`config.mk`:
```
export PLATFORM = sky130hd
export DESIGN_NAME = exec_stage
export DESIGN_NICKNAME = d
export VERILOG_FILES = /design/src/rtl/cpu_package.sv /design/src/rtl/exec_regfile.sv /design/src/rtl/exec_stage.sv
export SDC_FILE = /design/constraint.sdc
export NUM_CORES = 1
export LEC_CHECK = 0
export ABC_AREA = 1
export BUFFER_PORTS_ARGS = -buffer_cell sky130_fd_sc_hd__buf_4
export CORE_MARGIN = 2
export CORE_UTILIZATION = 62
export DETAILED_ROUTE_END_ITERATION = 10
export PLACE_DENSITY = 0.81
export SETUP_SLACK_MARGIN = 0.02
export SYNTH_ARGS = -nofsm -noshare
export SYNTH_HDL_FRONTEND = slang
export SYNTH_HIERARCHICAL = 1
export SYNTH_SLANG_ARGS = --single-unit
```
`constraint.sdc`:
```
create_clock -name clk -period 4.2 [get_ports clk]
set_input_delay 0.42 -clock clk [delete_from_list [all_inputs] [get_ports clk]]
set_output_delay 0.42 -clock clk [all_outputs]
set_load 0.01 [all_outputs]
```
`src/rtl/cpu_package.sv`:
```
// rtl/cpu_package.sv - shared widths, register-file constants and enums for the execute stage
package cpu_package;

    localparam int WORD_WIDTH    = 8;
    localparam int NUM_REGS      = 8;
    localparam int REG_IDX_WIDTH = 3;

    typedef enum logic [1:0] {
        StIdle = 2'b00,
        StRead = 2'b01,
        StExec = 2'b10,
        StWb   = 2'b11
    } Type_exec_state;

    typedef enum logic [1:0] {
        MOV = 2'b00,
        ADD = 2'b01,
        SUB = 2'b10,
        SHL = 2'b11
    } Type_opcode;

endpackage

```
`src/rtl/exec_regfile.sv`:
```
// rtl/exec_regfile.sv - register file with two captured read ports, one write port and a debug read
module exec_regfile
    import cpu_package::*;
#(
    parameter int WORD_WIDTH = cpu_package::WORD_WIDTH,
    parameter int NUM_REGS   = cpu_package::NUM_REGS
) (
    input  logic                     clk,
    input  logic                     reset,
    input  logic                     rd_en,
    input  logic [REG_IDX_WIDTH-1:0] rd_addr_a,
    input  logic [REG_IDX_WIDTH-1:0] rd_addr_b,
    output logic [WORD_WIDTH-1:0]    rd_data_a,
    output logic [WORD_WIDTH-1:0]    rd_data_b,
    input  logic                     wr_en,
    input  logic [REG_IDX_WIDTH-1:0] wr_addr,
    input  logic [WORD_WIDTH-1:0]    wr_data,
    input  logic [REG_IDX_WIDTH-1:0] dbg_addr,
    output logic [WORD_WIDTH-1:0]    dbg_data
);

    logic [WORD_WIDTH-1:0] mem [NUM_REGS];

    // Each register comes out of reset holding its own index.
    always_ff @(posedge clk or negedge reset) begin
        if (!reset) begin
            for (int i = 0; i < NUM_REGS; i++) begin
                mem[i] <= WORD_WIDTH'(i);
            end
        end else if (wr_en) begin
            mem[wr_addr] <= wr_data;
        end
    end

    always_ff @(posedge clk or negedge reset) begin
        if (!reset) begin
            rd_data_a <= '0;
            rd_data_b <= '0;
        end else if (rd_en) begin
            rd_data_a <= mem[rd_addr_a];
            rd_data_b <= mem[rd_addr_b];
        end
    end

    assign dbg_data = mem[dbg_addr];

endmodule

```
`src/rtl/exec_stage.sv`:
```
// rtl/exec_stage.sv - execute/write-back FSM and ALU; optional flags under EXEC_STAGE_FLAGS_EN
module exec_stage
    import cpu_package::*;
#(
    parameter int WORD_WIDTH = cpu_package::WORD_WIDTH,
    parameter int NUM_REGS   = cpu_package::NUM_REGS
) (
    input  logic                     clk,
    input  logic                     reset,
    input  logic                     in_valid,
    output logic                     in_ready,
    input  logic [1:0]               op_code,
    input  logic [REG_IDX_WIDTH-1:0] reg_or,
    input  logic [REG_IDX_WIDTH-1:0] reg_dest,
    output logic                     wb_valid,
    output logic [REG_IDX_WIDTH-1:0] wb_addr,
    output logic [WORD_WIDTH-1:0]    wb_data,
    input  logic [REG_IDX_WIDTH-1:0] dbg_addr,
    output logic [WORD_WIDTH-1:0]    dbg_data
`ifdef EXEC_STAGE_FLAGS_EN
    ,
    output logic                     flag_z,
    output logic                     flag_c
`endif
);

    // The ALU result carries one extra bit only when the carry flag needs it.
`ifdef EXEC_STAGE_FLAGS_EN
    localparam int ALU_W = WORD_WIDTH + 1;
`else
    localparam int ALU_W = WORD_WIDTH;
`endif

    Type_exec_state           state, next_state;
    Type_opcode               op_q;
    logic [REG_IDX_WIDTH-1:0] or_q, dest_q;
    logic [WORD_WIDTH-1:0]    opa, opb, result_q;
    logic [ALU_W-1:0]         alu_next;
    logic                     accept, rd_en;

    always_ff @(posedge clk or negedge reset) begin
        if (!reset) begin
            state <= StIdle;
        end else begin
            state <= next_state;
        end
    end

    always_comb begin
        next_state = state;
        in_ready   = 1'b0;
        rd_en      = 1'b0;
        wb_valid   = 1'b0;
        case (state)
            StIdle: begin
                in_ready = 1'b1;
                if (in_valid) next_state = StRead;
            end
            StRead: begin
                rd_en      = 1'b1;
                next_state = StExec;
            end
            StExec:  next_state = StWb;
            StWb: begin
                wb_valid   = 1'b1;
                next_state = StIdle;
            end
            default: next_state = StIdle;
        endcase
    end

    assign accept = in_valid && in_ready;

    always_comb begin
        alu_next = '0;
        case (op_q)
            MOV:     alu_next = ALU_W'(opb);
            ADD:     alu_next = ALU_W'(opa) + ALU_W'(opb);
            SUB:     alu_next = ALU_W'(opa) - ALU_W'(opb);
            SHL:     alu_next = ALU_W'({opa, 1'b0});
            default: alu_next = '0;
        endcase
    end

    always_ff @(posedge clk or negedge reset) begin
        if (!reset) begin
            op_q     <= MOV;
            or_q     <= '0;
            dest_q   <= '0;
            result_q <= '0;
        end else begin
            if (accept) begin
                op_q   <= Type_opcode'(op_code);
                or_q   <= reg_or;
                dest_q <= reg_dest;
            end
            if (state == StExec) begin
                result_q <= alu_next[WORD_WIDTH-1:0];
            end
        end
    end

`ifdef EXEC_STAGE_FLAGS_EN
    logic carry_q;

    // Carry is captured alongside the result so the flags settle on the write-back edge.
    always_ff @(posedge clk or negedge reset) begin
        if (!reset) begin
            carry_q <= 1'b0;
            flag_z  <= 1'b0;
            flag_c  <= 1'b0;
        end else begin
            if (state == StExec) carry_q <= alu_next[WORD_WIDTH];
            if (state == StWb) begin
                flag_z <= (result_q == '0);
                flag_c <= carry_q;
            end
        end
    end
`endif

    assign wb_addr = wb_valid ? dest_q : '0;
    assign wb_data = wb_valid ? result_q : '0;

    exec_regfile #(
        .WORD_WIDTH (WORD_WIDTH),
        .NUM_REGS   (NUM_REGS)
    ) u_regfile (
        .clk       (clk),
        .reset     (reset),
        .rd_en     (rd_en),
        .rd_addr_a (dest_q),
        .rd_addr_b (or_q),
        .rd_data_a (opa),
        .rd_data_b (opb),
        .wr_en     (wb_valid),
        .wr_addr   (dest_q),
        .wr_data   (result_q),
        .dbg_addr  (dbg_addr),
        .dbg_data  (dbg_data)
    );

endmodule

```
Yosys cells after proc, flatten, opt, wreduce, memory -nomap -nowiden
Index checks and enable logic that the tools add are counted.
{ "word_totals": {"word_cells": 55, "ff_bits": 98, "in_bits": 14} }
{ "op_classes": {"eq_ne": 7, "order_cmp": 4, "n_bitwise": 3, "n_reduce_logical": 4, "mux": 20, "add_sub_neg": 2} }
{ "ops": {"columns": ["op", "n"], "rows": [
  ["$bmux 8 s3", 3],
  ["$bwmux 64", 1],
  ["$mux 8", 8],
  ["$pmux 8 s4", 1],
  ["$demux 8 s3", 1],
  ["$ge 4x4->1 const B", 3],
  ["$not 3->4", 3],
  ["$add 8x8->8", 1],
  ["$eq 2x2->1 const B", 4],
  ["$pmux 2 s4", 1],
  ["$sub 8x8->8", 1],
  ["$eq 2x1->1 const B", 2],
  ["$logic_not 2->1", 2],
  ["$lt 4x1->1 const B", 1],
  ["$mux 1", 3],
  ["$mux 3", 1],
  ["$logic_and 1x1->1", 2],
  ["$mux 2", 1],
  ["$ne 2x2->1 const B", 1]
]} }

Longest topological paths before layout
Gate-level depths: netlist (run 1).
{ "logic_depth": {"depth_word": 6, "depth_mapped": 19} }

Modules after synthesis
The synthesis (run 1) kept the hierarchy.
{ "by_module_without_submodules": {"columns": ["module", "n_inst", "cells_per_inst", "area_each_um2"], "rows": [
  ["exec_regfile", 1, 726, 4837.1],
  ["exec_stage", 1, 223, 1541.5]
]} }

Worst setup path after synthesis (run 1)
Ideal clock, no wire load.
{ "synth_timing": {"kind": "register to register", "from": "register op_q[0]", "to": "register result_q[7]", "stages_incl_launch_ff": 19, "path_buffers": 0, "path_slack_ps": 2069, "arrival_ps": 2015, "period_less_slack_ps": 2131, "setup_ps": 116, "cell_sequence": "dfrtp_1 > inv_1 > ha_1 > inv_1 > nand2_2 > o21ai_0 > xor2_1 > inv_1 > ha_1 > nand2_1 > inv_1 > nand2_1 > nand2_1 > a21oi_1 > nand3_1 > nand3_1 > nand2_1 > nand2_1 > nand2_1"} }
{ "synth_via": {"elab_chain_len": 2} }
{ "synth_rtl": {"columns": ["element", "line_no", "source"], "rows": [
  ["start, declared", "exec_stage.sv:35", "Type_opcode op_q;"],
  ["start signal, assigned", "exec_stage.sv:93", "op_q <= Type_opcode'(op_code);"],
  ["$eq 2x2->1 (tied with other cells)", "exec_stage.sv:76", "case (op_q)"],
  ["$pmux 8 s4 *", "exec_stage.sv:76", null],
  ["end signal, assigned", "exec_stage.sv:98", "result_q <= alu_next[WORD_WIDTH-1:0];"],
  ["end, declared", "exec_stage.sv:37", "logic [WORD_WIDTH-1:0] opa, opb, result_q;"]
]} }
Every way passes the cells marked *; elsewhere a longest branch is shown, timed or not.
A chain may end at the register's enable or synchronous reset.

Worst setup path in the final report (run 1)
{ "layout_timing": {"from": "register u_regfile.rd_data_b[0]", "to": "register result_q[7]"} }
{ "layout_via": {"elab_chain_len": 2} }
{ "layout_rtl": {"columns": ["element", "line_no", "source"], "rows": [
  ["start, declared", "exec_regfile.sv:14", "output logic [WORD_WIDTH-1:0] rd_data_b,"],
  ["start signal, assigned", "exec_regfile.sv:41", "rd_data_b <= mem[rd_addr_b];"],
  ["$sub 8x8->8 or $add 8x8->8 (tied branches)", "exec_stage.sv:79, exec_stage.sv:78", null],
  ["$pmux 8 s4 *", "exec_stage.sv:76", null]
]} }
Marked as above.

==> summary by stage, run 1 <==
Synthesis
In this run, synthesis inferred 0 flip-flops with an integrated enable. In this run the cell area of the synthesized design comes to 6380 sq um. The total nets after synthesis is 979. The sequential element share of the synthesized area is 0.387. Synthesis produced 949 cells.

After synthesis the netlist holds a flip-flop and latch count of 98. The post-synthesis average cell area is 6.72 sq um. Of the post-synthesis cell area, the dominant cell type holds 0.337.

The total number of yosys warnings is 6. The most common flop cell mapped by yosys is sky130_fd_sc_hd__dfrtp_1. The async set-reset flop share out of synthesis is 1.00. Yosys attributes the largest share of cell area to sky130_fd_sc_hd__dfrtp_1 (34%), sky130_fd_sc_hd__nand2_1 (20%), sky130_fd_sc_hd__nand3_1 (9.7%), sky130_fd_sc_hd__o21ai_0 (8.3%), sky130_fd_sc_hd__inv_1 (7.7%).

The largest area contributor in the netlist is sky130_fd_sc_hd__dfrtp_1. The library cell with the highest instance count after synthesis is sky130_fd_sc_hd__nand2_1. The number of distinct standard cells referenced by the synthesized netlist is 31. By count the netlist is led by sky130_fd_sc_hd__nand2_1 (332), sky130_fd_sc_hd__inv_1 (131), sky130_fd_sc_hd__nand3_1 (124).

Timing
Setup repair after global routing left no endpoint under its margin. The highest achievable clock rate is 0.404 GHz. In this run the tightest slew margin relative to its limit is 0.235. The setup slack after layout is 1.72 ns. The total negative slack is 0 ns. The final cycle utilization of the critical path is 0.589.

The clock tree skew after final layout is 0.0112 ns. The final max-slew violation count is 0. The slew at the pin closest to its max-slew limit is 1.15 ns.

The post-route minimum period is 2.48 ns. Hold is met by 0.132 ns. The count of final hold-check violations is 0. Setup violations remaining at the end of the flow were counted as 0.

Cells and area
The final-stage net count is 981. Registers take 2470 sq um. In the final layout, the multi-input gates occupy 3150 sq um.

The share of final-layout standard cells stronger than drive strength 1 is 0.0816. 0 antenna diodes ended up in the layout. The area growth from synthesis to layout is 6.00%. Counting the fill cells in the layout gives 905.

For this run, the share of the core covered by cells in the final layout is 0.667.

Worst setup path
The worst register-to-register path has a setup slack of 1.72 ns. The gate family responsible for the most delay along the worst path is simple AND/OR/NAND/NOR gates. The largest single stage delay on the critical path is 0.42 ns. The terminus of the critical flop-to-flop path is result_q[7]. The worst setup path is of the reg2reg kind. The critical path goes through inv_1 > ha_1 > inv_1 > nor2_1 > nand3_1 > nand2_1 > xor2_1 > inv_1 > ha_1 > a21oi_1 > nand2_1 > a21oi_1 > nand3_1 > nand3_1 > nand2_1 > nand2_1 > nand2_1. The type of destination of the critical path is a flip-flop.

By instance count, the cell type seen most on the critical path is sky130_fd_sc_hd__nand2_1. The sort of element at the start of the critical path is a flip-flop. The startpoint of the most critical register-to-register path is u_regfile/rd_data_b[0]. The number of buffer and inverter instances along the worst setup path is 3.

Measured in cells, the most critical reg-to-reg path has a length of 17. STA puts the critical path data required time at 4.47 ns. Of all nets on the critical path, the largest fanout is 4. On the critical path, the stage with the largest delay is an instance of sky130_fd_sc_hd__dfrtp_1.

The signal arrival time at the worst endpoint is 2.75 ns.

Clock network
The library cell used as clock root buffer is sky130_fd_sc_hd__clkbuf_8. The tree built by TritonCTS fans out to 98 sinks. The number of resized instances in the post-cts repair step is 0. The total clock buffers created by CTS is 9. The number of buffers on the longest clock path is 2.

The insertion delay of the later-clocked pin in the worst-skew pair is 0.38 ns. The H-tree depth is 3. TritonCTS built the clock tree. The clock-pin transition on the worst setup and hold timing paths is 0.10 ns.

Buffers added to address setup during post-CTS repair amount to 0. After clock tree synthesis, the flow added hold-fix buffers numbering 0.

Power
The power density over cell area is 846 nW/um^2. The completed layout was analyzed and its total power is 5.72 mW. The analysis attributes to cell leakage a power of 3.63 nW. The maximum vdd drop is 0.704 mV.

Global routing
The initial antenna violation count is 0. The first global-routing pass estimated 28,900 microns of wire. After global routing the overflow that remains totals 0.

The via count of the first global-routing pass is 5,806. Entering global routing, the biggest net connects 69 pins. The total routing resource utilization after global routing is 0.328.

Detailed routing
The detailed router finished its first iteration with 686 violations. After detailed routing, the average wire length per cell comes to 16.1 microns. The number of iterations in the first detailed-routing pass is 6.

The overall via count from detail_route is 6,310. For this run, design rule violations remaining after detail routing come to 0. The detail route stage leaves a number of antenna-violating nets equal to 0.

In the routed layout, each cell is associated on average with a via count of 5.78. The final wirelength is 17,600 microns.

Run
Max-cap violations in this run came to 0.

Die
The row count is 37. From bottom edge to top edge, the die measures 105 microns. The initial utilization of the core area, before any placement, comes to 0.629. The die covers 11,100 sq um. The floorplan step set the die width to 105 microns. The number of top-level design ports is 35.

After floorplanning, the core was sized to cover 10,100 sq um.

Placed design
Detailed placement finished with a half-perimeter wire length of 12,400 microns. The post-place setup slack is 1.78 ns. The count of input and output buffers is 34. The placer congestion estimate is 0.930.

Run status
The run finished with clean final reports.

Worst hold path
The type of the worst min-delay path is in2async.
## where the power goes
| part | total, mW | internal (mW) | switching, mW |
|---|---|---|---|
| sequential | 1.82 | 1.37 | 0.451 |
| clock | 0.607 | 0.257 | 0.350 |
| combinational | 3.29 | 1.15 | 2.14 |
## worst max-delay path by stage
stage / endpoint / start / slack, ns / depth (start not counted)
2_1_floorplan: result_q[7] / op_q[0] / 2.07 / 18
3_3_place_gp: result_q[7] / u_regfile/rd_data_b[0] / 1.85 / 17
3_5_place_dp: result_q[7] / u_regfile/rd_data_b[0] / 1.78 / 17
4_1_cts: result_q[7] / u_regfile/rd_data_b[0] / 1.76 / 17
5_1_grt: result_q[7] / u_regfile/rd_data_b[0] / 1.43 / 17
6_report: result_q[7] / u_regfile/rd_data_b[0] / 1.72 / 17
## per-stage QoR
step / cell area (sq um) / std cells
4_1_cts: 6760 / 1092
3_3_place_gp: 6560 / 1076
2_1_floorplan: 6380 / 949
5_1_grt: 6760 / 1092
3_5_place_dp: 6560 / 1076
6_report: 6760 / 1092
## area by class of cell
cell class                      count  area share
Inverter                          132      0.0733
Tap cell                          136      0.0252
Clock inverter                      5     0.00685
Timing Repair Buffer               37      0.0411
Multi-Input combinational cell    673       0.466
Sequential cell                    98       0.365
Clock buffer                       11      0.0224
## flip-flops by register name (all words and copies together), names as in the netlist
register             count
u_regfile/rd_data_b      8
state                    2
result_q                 8
op_q                     2
u_regfile/rd_data_a      8
or_q                     3
dest_q                   3
u_regfile/mem           64
## cells by family (layout without fill, tap and decap cells)
family | after synthesis | after routing | synth area share
XOR/XNOR | 5 | 5 | 0.00687
AO/OA/AOI/OAI | 161 | 161 | 0.129
multiplexers | 6 | 6 | 0.0106
adder cells (fa/ha/maj) | 16 | 16 | 0.0326
buffers and inverters | 178 | 185 | 0.119
AND/OR/NAND/NOR | 485 | 485 | 0.315
flip-flops | 98 | 98 | 0.387
## per-layer routing
layer | up-vias | track usage | wire length, microns
met4 | 0 | 0.131 | 584
met1 | 2940 | 0.441 | 7210
met3 | 41 | 0.0544 | 1420
met2 | 320 | 0.532 | 8370
li1 | 3009 | - | -
met5 | - | 0 | 0
## cell usage in the layout, fill, tap and decap left out, types with 2 or more instances in the layout
master	synthesis	final
sky130_fd_sc_hd__nand2_2	2	2
sky130_fd_sc_hd__clkinvlp_4	0	2
sky130_fd_sc_hd__ha_1	15	15
sky130_fd_sc_hd__dfrtp_1	86	86
sky130_fd_sc_hd__buf_4	6	37
sky130_fd_sc_hd__o21ai_0	106	106
sky130_fd_sc_hd__o21bai_1	2	2
sky130_fd_sc_hd__mux2_2	6	6
sky130_fd_sc_hd__a21oi_1	48	48
sky130_fd_sc_hd__clkbuf_8	0	11
sky130_fd_sc_hd__nand3_1	124	124
sky130_fd_sc_hd__nand4_1	3	3
sky130_fd_sc_hd__inv_8	0	2
sky130_fd_sc_hd__nor2_2	2	2
sky130_fd_sc_hd__inv_1	131	131
sky130_fd_sc_hd__nand2_1	332	332
sky130_fd_sc_hd__dfstp_2	12	12
sky130_fd_sc_hd__nor2_1	18	18
sky130_fd_sc_hd__o22ai_1	2	2
sky130_fd_sc_hd__xor2_1	4	4
No activity file was read; power rests on OpenSTA's default activity.
==> run 2, diff against run 1 <==
--- a/config.mk
+++ b/config.mk
@@ -5,12 +5,12 @@
 export SDC_FILE = /design/constraint.sdc
 export NUM_CORES = 1
 export LEC_CHECK = 0
-export ABC_AREA = 1
+export ABC_AREA = 0
 export BUFFER_PORTS_ARGS = -buffer_cell sky130_fd_sc_hd__buf_4
 export CORE_MARGIN = 2
-export CORE_UTILIZATION = 62
+export CORE_UTILIZATION = 56
 export DETAILED_ROUTE_END_ITERATION = 10
-export PLACE_DENSITY = 0.81
+export PLACE_DENSITY = 0.77
 export SETUP_SLACK_MARGIN = 0.02
 export SYNTH_ARGS = -nofsm -noshare
 export SYNTH_HDL_FRONTEND = slang
==> constraint.sdc (replaced) <==
create_clock -name clk -period 2.1 [get_ports clk]
set_input_delay 0.21 -clock clk [delete_from_list [all_inputs] [get_ports clk]]
set_output_delay 0.21 -clock clk [all_outputs]
set_load 0.01 [all_outputs]
==> run 2 against run 1 <==
- the run now ends with negative setup slack left
- clock skew down 0.00067 ns
- clock-buffer cell count down 1
- flip-flop and latch count unchanged
- synthesized cell count down 46%
- wire length down 12%
- die area up 6.9%
- worst hold slack worse by 0.10 ns
- largest power group unchanged
- sequential share of layout area down 1.9 points
- cell area up 5.6%
- area after synthesis down 3.2%
==> summary by stage, run 2 <==
Run status
The run finished, with violations left. The final reports fail on negative setup slack.

Placed design
The placer congestion estimate was 0.921 (-0.89%). The post-place setup slack came to -0.154 ns (-1.94 ns). The count of input and output buffers is 34 (unchanged). The placement-stage cell area came to 6790 sq um (+3.5%). The HPWL after detailed placement is 11,000 microns (-11%).

Timing
The headroom to the max-slew limit is 0.589 (+0.355). The highest achievable clock rate is 0.454 GHz (+12%). The slew at the pin closest to its max-slew limit is 0.615 ns (-0.532 ns). The setup slack after layout came to -0.102 ns (-1.83 ns).

Setup repair after global routing could not meet its margin everywhere. The final setup violation count is 6 (+6). The post-route minimum period is 2.20 ns (-0.273 ns).

The final cycle utilization of the critical path came to 1.05 (+0.459). The clock tree skew after final layout is 0.0105 ns (-0.000670 ns). The final max-slew violation count is 0 (unchanged). The total negative slack was -0.377 ns (-0.377 ns). The count of final hold-check violations is 0 (unchanged). The worst hold slack is 0.0273 ns (-0.105 ns).

Cells and area
The number of flip-flops in the largest register is 64 (unchanged). The post-route cell area is 7140 sq um (+5.6%). Leaving out fill and tap cells, the most frequent cells in the layout are sky130_fd_sc_hd__dfrtp_1 (83), sky130_fd_sc_hd__mux2_2 (81), sky130_fd_sc_hd__buf_4 (74). The number of inserted diodes is 0 (unchanged). The register with the most flip-flops is u_regfile/mem.

The leading cell type in the layout, fill and taps excluded is sky130_fd_sc_hd__dfrtp_1. The final-stage net count is 601 (-39%). Relative to the synthesized area, the layout overhead comes to 15.6%. The filler cell count in the final layout came to 821 (-9.3%). The share of final-layout standard cells stronger than drive strength 1 is 0.380 (+0.299).

Worst setup path
The depth of the worst register-to-register path is 8 (-9). The terminus of the critical flop-to-flop path is result_q[1]. The startpoint of the most critical register-to-register path is op_q[0]. The worst-case register-to-register setup slack is -0.10 ns (-1.83 ns). The sort of element at the start of the critical path is a flip-flop. The critical path is of the reg2reg type. The required time at the worst-slack endpoint is 2.36 ns (-2.11 ns).

The type of destination of the critical path is a flip-flop. The maximum fanout along the worst path is 3 (-1). The signal arrival time at the worst endpoint came to 2.46 ns (-0.29 ns).

Power
The reported leakage power is 3.25 nW (-10%). The maximum vdd drop is 1.24 mV (+77%). The power density over cell area is 1830 nW/um^2 (+120%).

Detailed routing
The via-per-instance ratio is 6.28 (+8.6%). The final wirelength came to 15,500 microns (-12%). The number of nets with antenna violations after detailed routing is 0 (unchanged). The number of violations reported at the end of detailed-routing iteration 0 is 310 (-55%). The final routed wire length divided by cell count is 21.6 microns (+34%). The number of iterations in the first detailed-routing pass is 7 (+1). The count of unresolved DRC violations after routing is 0 (unchanged). The overall via count from detail_route was 4,495 (-29%).

Synthesis
The number of storage elements in the synthesis netlist was 98 (unchanged). The number of distinct standard cells referenced by the synthesized netlist is 53 (+71%). The post-synthesis average cell area is 12.0 sq um (+79%). The area of the mapped netlist was 6170 sq um (-3.2%). The proportion of netlist area held by the largest area contributor came to 0.349 (+0.0112). By area the synthesized netlist is led by sky130_fd_sc_hd__dfrtp_1 (35%), sky130_fd_sc_hd__mux2_2 (15%), sky130_fd_sc_hd__mux2i_1 (7.8%), sky130_fd_sc_hd__mux4_1 (6.4%), sky130_fd_sc_hd__dfstp_2 (5.1%). The total nets after synthesis is 544 (-44%). By instance count, the leading cell after synthesis is sky130_fd_sc_hd__dfrtp_1. The sequential element share of the synthesized area is 0.400 (+0.0129). The async set-reset flop share out of synthesis is 1.00 (unchanged).

The commonest cells after synthesis are sky130_fd_sc_hd__dfrtp_1 (86), sky130_fd_sc_hd__mux2_2 (84), sky130_fd_sc_hd__mux2i_1 (48). The total number of yosys warnings is 6 (unchanged). The number of instances in the synthesized netlist is 514 (-46%). The number of synthesized flops with an enable pin is 0 (unchanged). The most common flop cell mapped by yosys is sky130_fd_sc_hd__dfrtp_1. The synthesized design spends more area on one cell type than any other, namely sky130_fd_sc_hd__dfrtp_1.

Die
The area of the placeable core is 10,800 sq um (+6.5%). The number of top-level design ports is 35 (unchanged). The area enclosed by the die boundary is 11,900 sq um (+6.9%). The starting utilization of the core area is 0.572 (-0.0572). The horizontal die dimension was 109 microns (+3.4%).

The row count came to 38 (+2.7%). The y dimension of the die is 109 microns (+3.4%).

Global routing
The initial antenna violation count was 0 (unchanged). The via count of the first global-routing pass is 4,407 (-24%). The met2 usage is 0.432 (-0.100). The met3 global-route usage is 0.0460 (-0.00840). The total routing resource utilization after global routing came to 0.276 (-0.0528).

The global route total overflow is 0 (unchanged). The met1 track utilization from global routing is 0.392 (-0.0485). The most congested layer reported by global routing is met2. The global-route wire length before repair is 24,500 microns (-15%). The maximum number of pins on one net before global-route repair is 63 (-8.7%).

Clock network
The insertion delay of the later-clocked pin in the worst-skew pair is 0.37 ns (about the same). The clock-pin transition on the worst setup and hold timing paths is 0.09 ns (about the same). The CTS sink count was 98 (unchanged). The number of buffers on the longest clock path was 2 (unchanged). The H-tree depth is 3 (unchanged). TritonCTS built the clock tree. The library cell used as clock root buffer is sky130_fd_sc_hd__clkbuf_8. The total clock buffers created by CTS came to 9 (unchanged).

Run
The number of maximum-capacitance violations is 0 (unchanged).

Worst hold path
Along the worst hold path, the cell count comes to 2. The destination of the worst hold path is state[1]. The type of the worst min-delay path is in2reg.

The source of the worst hold timing path is in_valid.
run 2: worst max path at each step:
stage | from | end | slack [ns] | cells past startpoint
after global routing | op_q[0] | result_q[4] | -0.20 | 9
after CTS | u_regfile/rd_data_b[1] | result_q[1] | -0.11 | 8
after floorplan | u_regfile/rd_data_b[1] | result_q[1] | -0.08 | 8
after global placement | u_regfile/rd_data_b[1] | result_q[1] | -0.08 | 8
after detailed placement | u_regfile/rd_data_b[1] | result_q[1] | -0.15 | 8
final | op_q[0] | result_q[1] | -0.10 | 8
run 2: where the power goes:
part,internal [mW],switching [mW]
clock,0.543,0.667
sequential,2.87,1.30
combinational,4.13,3.56
total,7.54,5.53
run 2: per-layer routing:
metal,vias to the layer above,wire [microns],part of all wire
met5,-,0,0
met4,0,176,0.011
met3,14,820,0.053
met2,125,7390,0.48
met1,2299,7100,0.46
li1,2057,-,-
run 2: area by class of cell:
| cell class | instances | area, sq um | share of cell area |
|---|---|---|---|
| clock buffers | 10 | 128 | 0.0179 |
| well taps | 140 | 175 | 0.0245 |
| multi-input cells | 366 | 3600 | 0.504 |
| clock inverters | 6 | 57.6 | 0.00806 |
| repair buffers | 79 | 646 | 0.0905 |
| inverters | 17 | 63.8 | 0.00894 |
| flip-flops and latches | 98 | 2470 | 0.346 |
run 2: logic make-up after synthesis:
group / share of synthesized area
AND/OR/NAND/NOR: 0.109
flip-flops: 0.400
adder cells (fa/ha/maj): 0.0336
buffers and inverters: 0.0379
AO/OA/AOI/OAI: 0.109
multiplexers: 0.299
XOR/XNOR: 0.0128
run 2: worst max-delay path, stage by stage, from the launching register on:
cell and delay (ns):
sky130_fd_sc_hd__dfrtp_1 0.40, sky130_fd_sc_hd__inv_2 0.09, sky130_fd_sc_hd__ha_4 0.15, sky130_fd_sc_hd__mux2_4 0.32, sky130_fd_sc_hd__fa_2 0.54, sky130_fd_sc_hd__inv_2 0.04
sky130_fd_sc_hd__a221oi_2 0.22, sky130_fd_sc_hd__a21oi_1 0.07, sky130_fd_sc_hd__mux2_4 0.26
run 2: through the flow:
| stage | util | instances | power [mW] |
|---|---|---|---|
| final | 0.661 | 716 | 13.1 |
| after global routing | 0.661 | 716 | 13.9 |
| after CTS | 0.654 | 710 | 12.7 |
| after detailed placement | 0.629 | 690 | 11.2 |
| after global placement | 0.629 | 690 | 10.9 |
| after floorplan | - | 514 | 8.90 |
run 2: timing repair:
item	4_1_cts	5_1_grt
setup endpoints to repair	7	28
endpoints found under the hold margin	15	0
hold buffers	1	0
setup buffers	3	6
pin swaps	10	13
gates resized for setup	13	7
==> run 3, diff against run 2 <==
--- a/config.mk
+++ b/config.mk
@@ -6,11 +6,13 @@
 export NUM_CORES = 1
 export LEC_CHECK = 0
 export ABC_AREA = 0
-export BUFFER_PORTS_ARGS = -buffer_cell sky130_fd_sc_hd__buf_4
 export CORE_MARGIN = 2
-export CORE_UTILIZATION = 56
+export CORE_UTILIZATION = 58
+export CTS_CLUSTER_DIAMETER = 80
 export DETAILED_ROUTE_END_ITERATION = 10
-export PLACE_DENSITY = 0.77
+export DONT_BUFFER_PORTS = 1
+export MAX_ROUTING_LAYER = met4
+export PLACE_DENSITY = 0.76
 export SETUP_SLACK_MARGIN = 0.02
 export SYNTH_ARGS = -nofsm -noshare
 export SYNTH_HDL_FRONTEND = slang
==> run 3 against run 2 <==
- the run ends with negative hold slack, negative setup slack left
- total power is 1.5% higher
- wire length is 1.2% lower
- fmax is 1.0% lower
- non-clock buffer count is 29 lower
- clock power is 25% higher
- combinational power is 0.8% lower
- flip-flop and latch count stayed put
- sequential share of layout area is 0.68 points higher
- core utilization is 1.6 points higher
- register-to-register slack worse by 0.02 ns
- via count is 0.58% lower
- largest power group unchanged
==> summary by stage, run 3 (same netlist as run 2, synthesis figures left out) <==
Worst setup path
The signal arrival time at the worst endpoint is 2.51 ns (+0.05 ns). The delay of the slowest cell on the worst path is 0.54 ns (about the same). STA classifies the critical path startpoint as a flip-flop.

The maximum fanout along the worst path was 2 (-1). The critical path in this run is classified as reg2reg. Among all stages on the critical path, the largest delay is contributed by sky130_fd_sc_hd__fa_2.

Traced cell by cell, the critical path runs through inv_2 > ha_4 > mux2_4 > fa_2 > inv_2 > a221oi_2 > a21oi_1 > mux2_4. The required time at the worst-slack endpoint is 2.38 ns (+0.02 ns). The type of destination of the critical path is a flip-flop.

Timing
The headroom to the max-slew limit came to 0.660 (+0.0707). The final setup violation count came to 7 (+1). The highest achievable clock rate is 0.450 GHz (-1.0%). The final max-slew violation count is 0 (unchanged). The worst hold slack is -0.490 ns (-0.517 ns). The clock tree skew after final layout is 0.0112 ns (+0.000670 ns). Setup repair after global routing could not meet its margin everywhere. The count of final hold-check violations was 98 (+98).

The final cycle utilization of the critical path is 1.06 (+0.0108). The post-route minimum period came to 2.22 ns (+0.0228 ns). The slew at the pin closest to its max-slew limit was 0.510 ns (-0.105 ns). The setup slack after layout was -0.125 ns (-0.0228 ns).

Detailed routing
After detailed routing, no signal wire sits above met4. The post-route met1 wirelength is 6910 microns (-2.6%). The length of routed met2 wiring is 7270 microns (-1.6%). The final wirelength came to 15,300 microns (-1.2%). The number of violations reported at the end of detailed-routing iteration 0 was 361 (+16%). The detailed-routed wire length on met3 is 919 microns (+12%).

The via-per-instance ratio came to 6.54 (+4.2%). The count of unresolved DRC violations after routing is 0 (unchanged). The overall via count from detail_route is 4,469 (-0.58%). The final routed wire length divided by cell count is 22.4 microns (+3.5%). The number of iterations in the first detailed-routing pass came to 5 (-2).

The number of nets with antenna violations after detailed routing is 0 (unchanged).

Power
The cell internal power dissipation is 7.71 mW (+2.2%). The maximum vdd drop came to 1.45 mV (+17%). The switching power is 5.56 mW (+0.60%). The reported leakage power is 3.12 nW (-4.0%).

The combinational cell fraction of total power is 0.575 (-0.013). The overall power after layout is 13.3 mW (+1.5%). The proportion of power drawn by the clock network is 0.114 (+0.021). The fraction of power spent switching nets is 0.419 (-0.00382). The power density over cell area was 1900 nW/um^2 (+3.6%). The sequential power share is 0.311 (-0.008).

Die
The number of top-level design ports is 35 (unchanged). The y dimension of the die was 107 microns (-1.7%). The starting utilization of the core area is 0.598 (+0.0260). The horizontal die dimension is 107 microns (-1.7%). The area of the placeable core is 10,300 sq um (-4.3%). The row count is 37 (-2.6%).

The area enclosed by the die boundary is 11,500 sq um (-3.3%).

Global routing
The global-route wire length before repair is 24,500 microns (unchanged). The initial antenna violation count is 0 (unchanged). The global route total overflow is 0 (unchanged). The maximum number of pins on one net before global-route repair is 99 (+57%). The total routing resource utilization after global routing came to 0.288 (+0.0126). The via count of the first global-routing pass came to 4,413 (+0.14%).

Cells and area
The area growth from synthesis to layout is 13.3%. The total area of multi-input combinational cells came to 3630 sq um (+0.97%). The final-stage net count was 572 (-4.8%). The filler cell count in the final layout came to 773 (-5.8%).

The non-filler instance count after layout came to 683 (-4.6%). More flip-flops sit in one register than any other, and that register is u_regfile/mem. The number of inserted diodes came to 0 (unchanged). The share of final-layout standard cells stronger than drive strength 1 was 0.347 (-0.0329). The sequential cell area in the final layout is 2470 sq um (about the same). The leading cell type in the layout, fill and taps excluded is sky130_fd_sc_hd__dfrtp_1.

The number of flip-flops in the largest register came to 64 (unchanged). In the layout the commonest cells are sky130_fd_sc_hd__dfrtp_1 (84), sky130_fd_sc_hd__mux2_2 (82), sky130_fd_sc_hd__mux2i_1 (48).

Clock network
The total clock buffers created by CTS is 9 (unchanged). The tree is rooted in a sky130_fd_sc_hd__clkbuf_8. The number of buffers on the longest clock path is 2 (unchanged). The cts-stage hold buffer count came to 9 (+8). The CTS sink count is 98 (unchanged). The clock-pin transition on the worst setup and hold timing paths is 0.10 ns (about the same). The insertion delay of the later-clocked pin in the worst-skew pair is 0.39 ns (+0.02 ns). TritonCTS built the clock tree. The H-tree depth is 3 (unchanged).

Placed design
The post-place setup slack came to -0.144 ns (+0.00947 ns). The placer congestion estimate is 0.883 (-4.2%). The HPWL after detailed placement is 10,500 microns (-4.6%). The count of input and output buffers is 0 (-100%).

The number of placed cells counting well taps is 652 (-5.5%).

Run
The number of maximum-capacitance violations is 0 (unchanged).

Run status
The run finished, with violations left. The final reports fail on negative hold slack, negative setup slack.

Worst hold path
The type of the worst min-delay path is in2async.
-- run 3: what timing repair did --
item,CTS,global route
endpoints found under the setup margin,7,7
resized for setup,14,11
pin swaps,14,6
endpoints found under the hold margin,108,98
setup buffers,5,1
-- run 3: path summary, 6_finish.rpt --
kind / start / endpoint / slack, ns / cells after the start
worst max-delay path: u_regfile/rd_data_b[1] / result_q[1] / -0.12 / 8
worst min-delay path: reset / dest_q[2] / -0.49 / 0
worst max register to register: u_regfile/rd_data_b[1] / result_q[1] / -0.12 / 8
worst min register to register: u_regfile/mem[24] / u_regfile/mem[24] / 0.55 / 1
max in group asynchronous: reset / u_regfile/mem[16] / 2.39 / 0
min in group clk: in_valid / dest_q[0] / 0.37 / 2
-- run 3: critical path: cells and delay by family, from the launching register on --
| kind | cells | cell delay (ns) |
|---|---|---|
| mux | 2 | 0.56 |
| compound gates | 2 | 0.32 |
| flops | 1 | 0.40 |
| fa+ha+maj | 2 | 0.74 |
| buf+inv | 2 | 0.13 |
-- run 3: through the flow --
step	TNS [ns]	hold slack [ns]	util	cell area (sq um)
after floorplan	-0.108	-0.0856	-	6210
after CTS	-0.394	-0.510	0.671	6920
final	-0.506	-0.490	0.678	7000
after global placement	-0.200	-0.0826	0.629	6490
after detailed placement	-0.546	-0.0832	0.629	6490
after global routing	-1.31	-0.517	0.678	7000
-- run 3: cell type report --
cell class	instances	share of cell area
multi-input combinational	366	0.519
sequential	98	0.353
timing repair buffer	50	0.0587
tap	136	0.0243
clock buffer	10	0.0197
clock inverter	6	0.0161
inverter	17	0.00912
-- run 3: layer usage --
layer	vias to the layer above	global-route usage
li1	1995	-
met1	2284	0.395
met2	166	0.444
met3	24	0.0626
met4	0	0.0640
met5	-	-
-- run 3: power groups by stage --
stage / Clock (mW) / Combinational (mW) / Sequential [mW]
2_1_floorplan: 0 / 5.33 / 3.57
3_3_place_gp: 0 / 6.50 / 4.03
4_1_cts: 1.54 / 7.10 / 4.08
6_report: 1.51 / 7.63 / 4.13
5_1_grt: 1.62 / 8.17 / 4.28
3_5_place_dp: 0 / 6.69 / 4.11
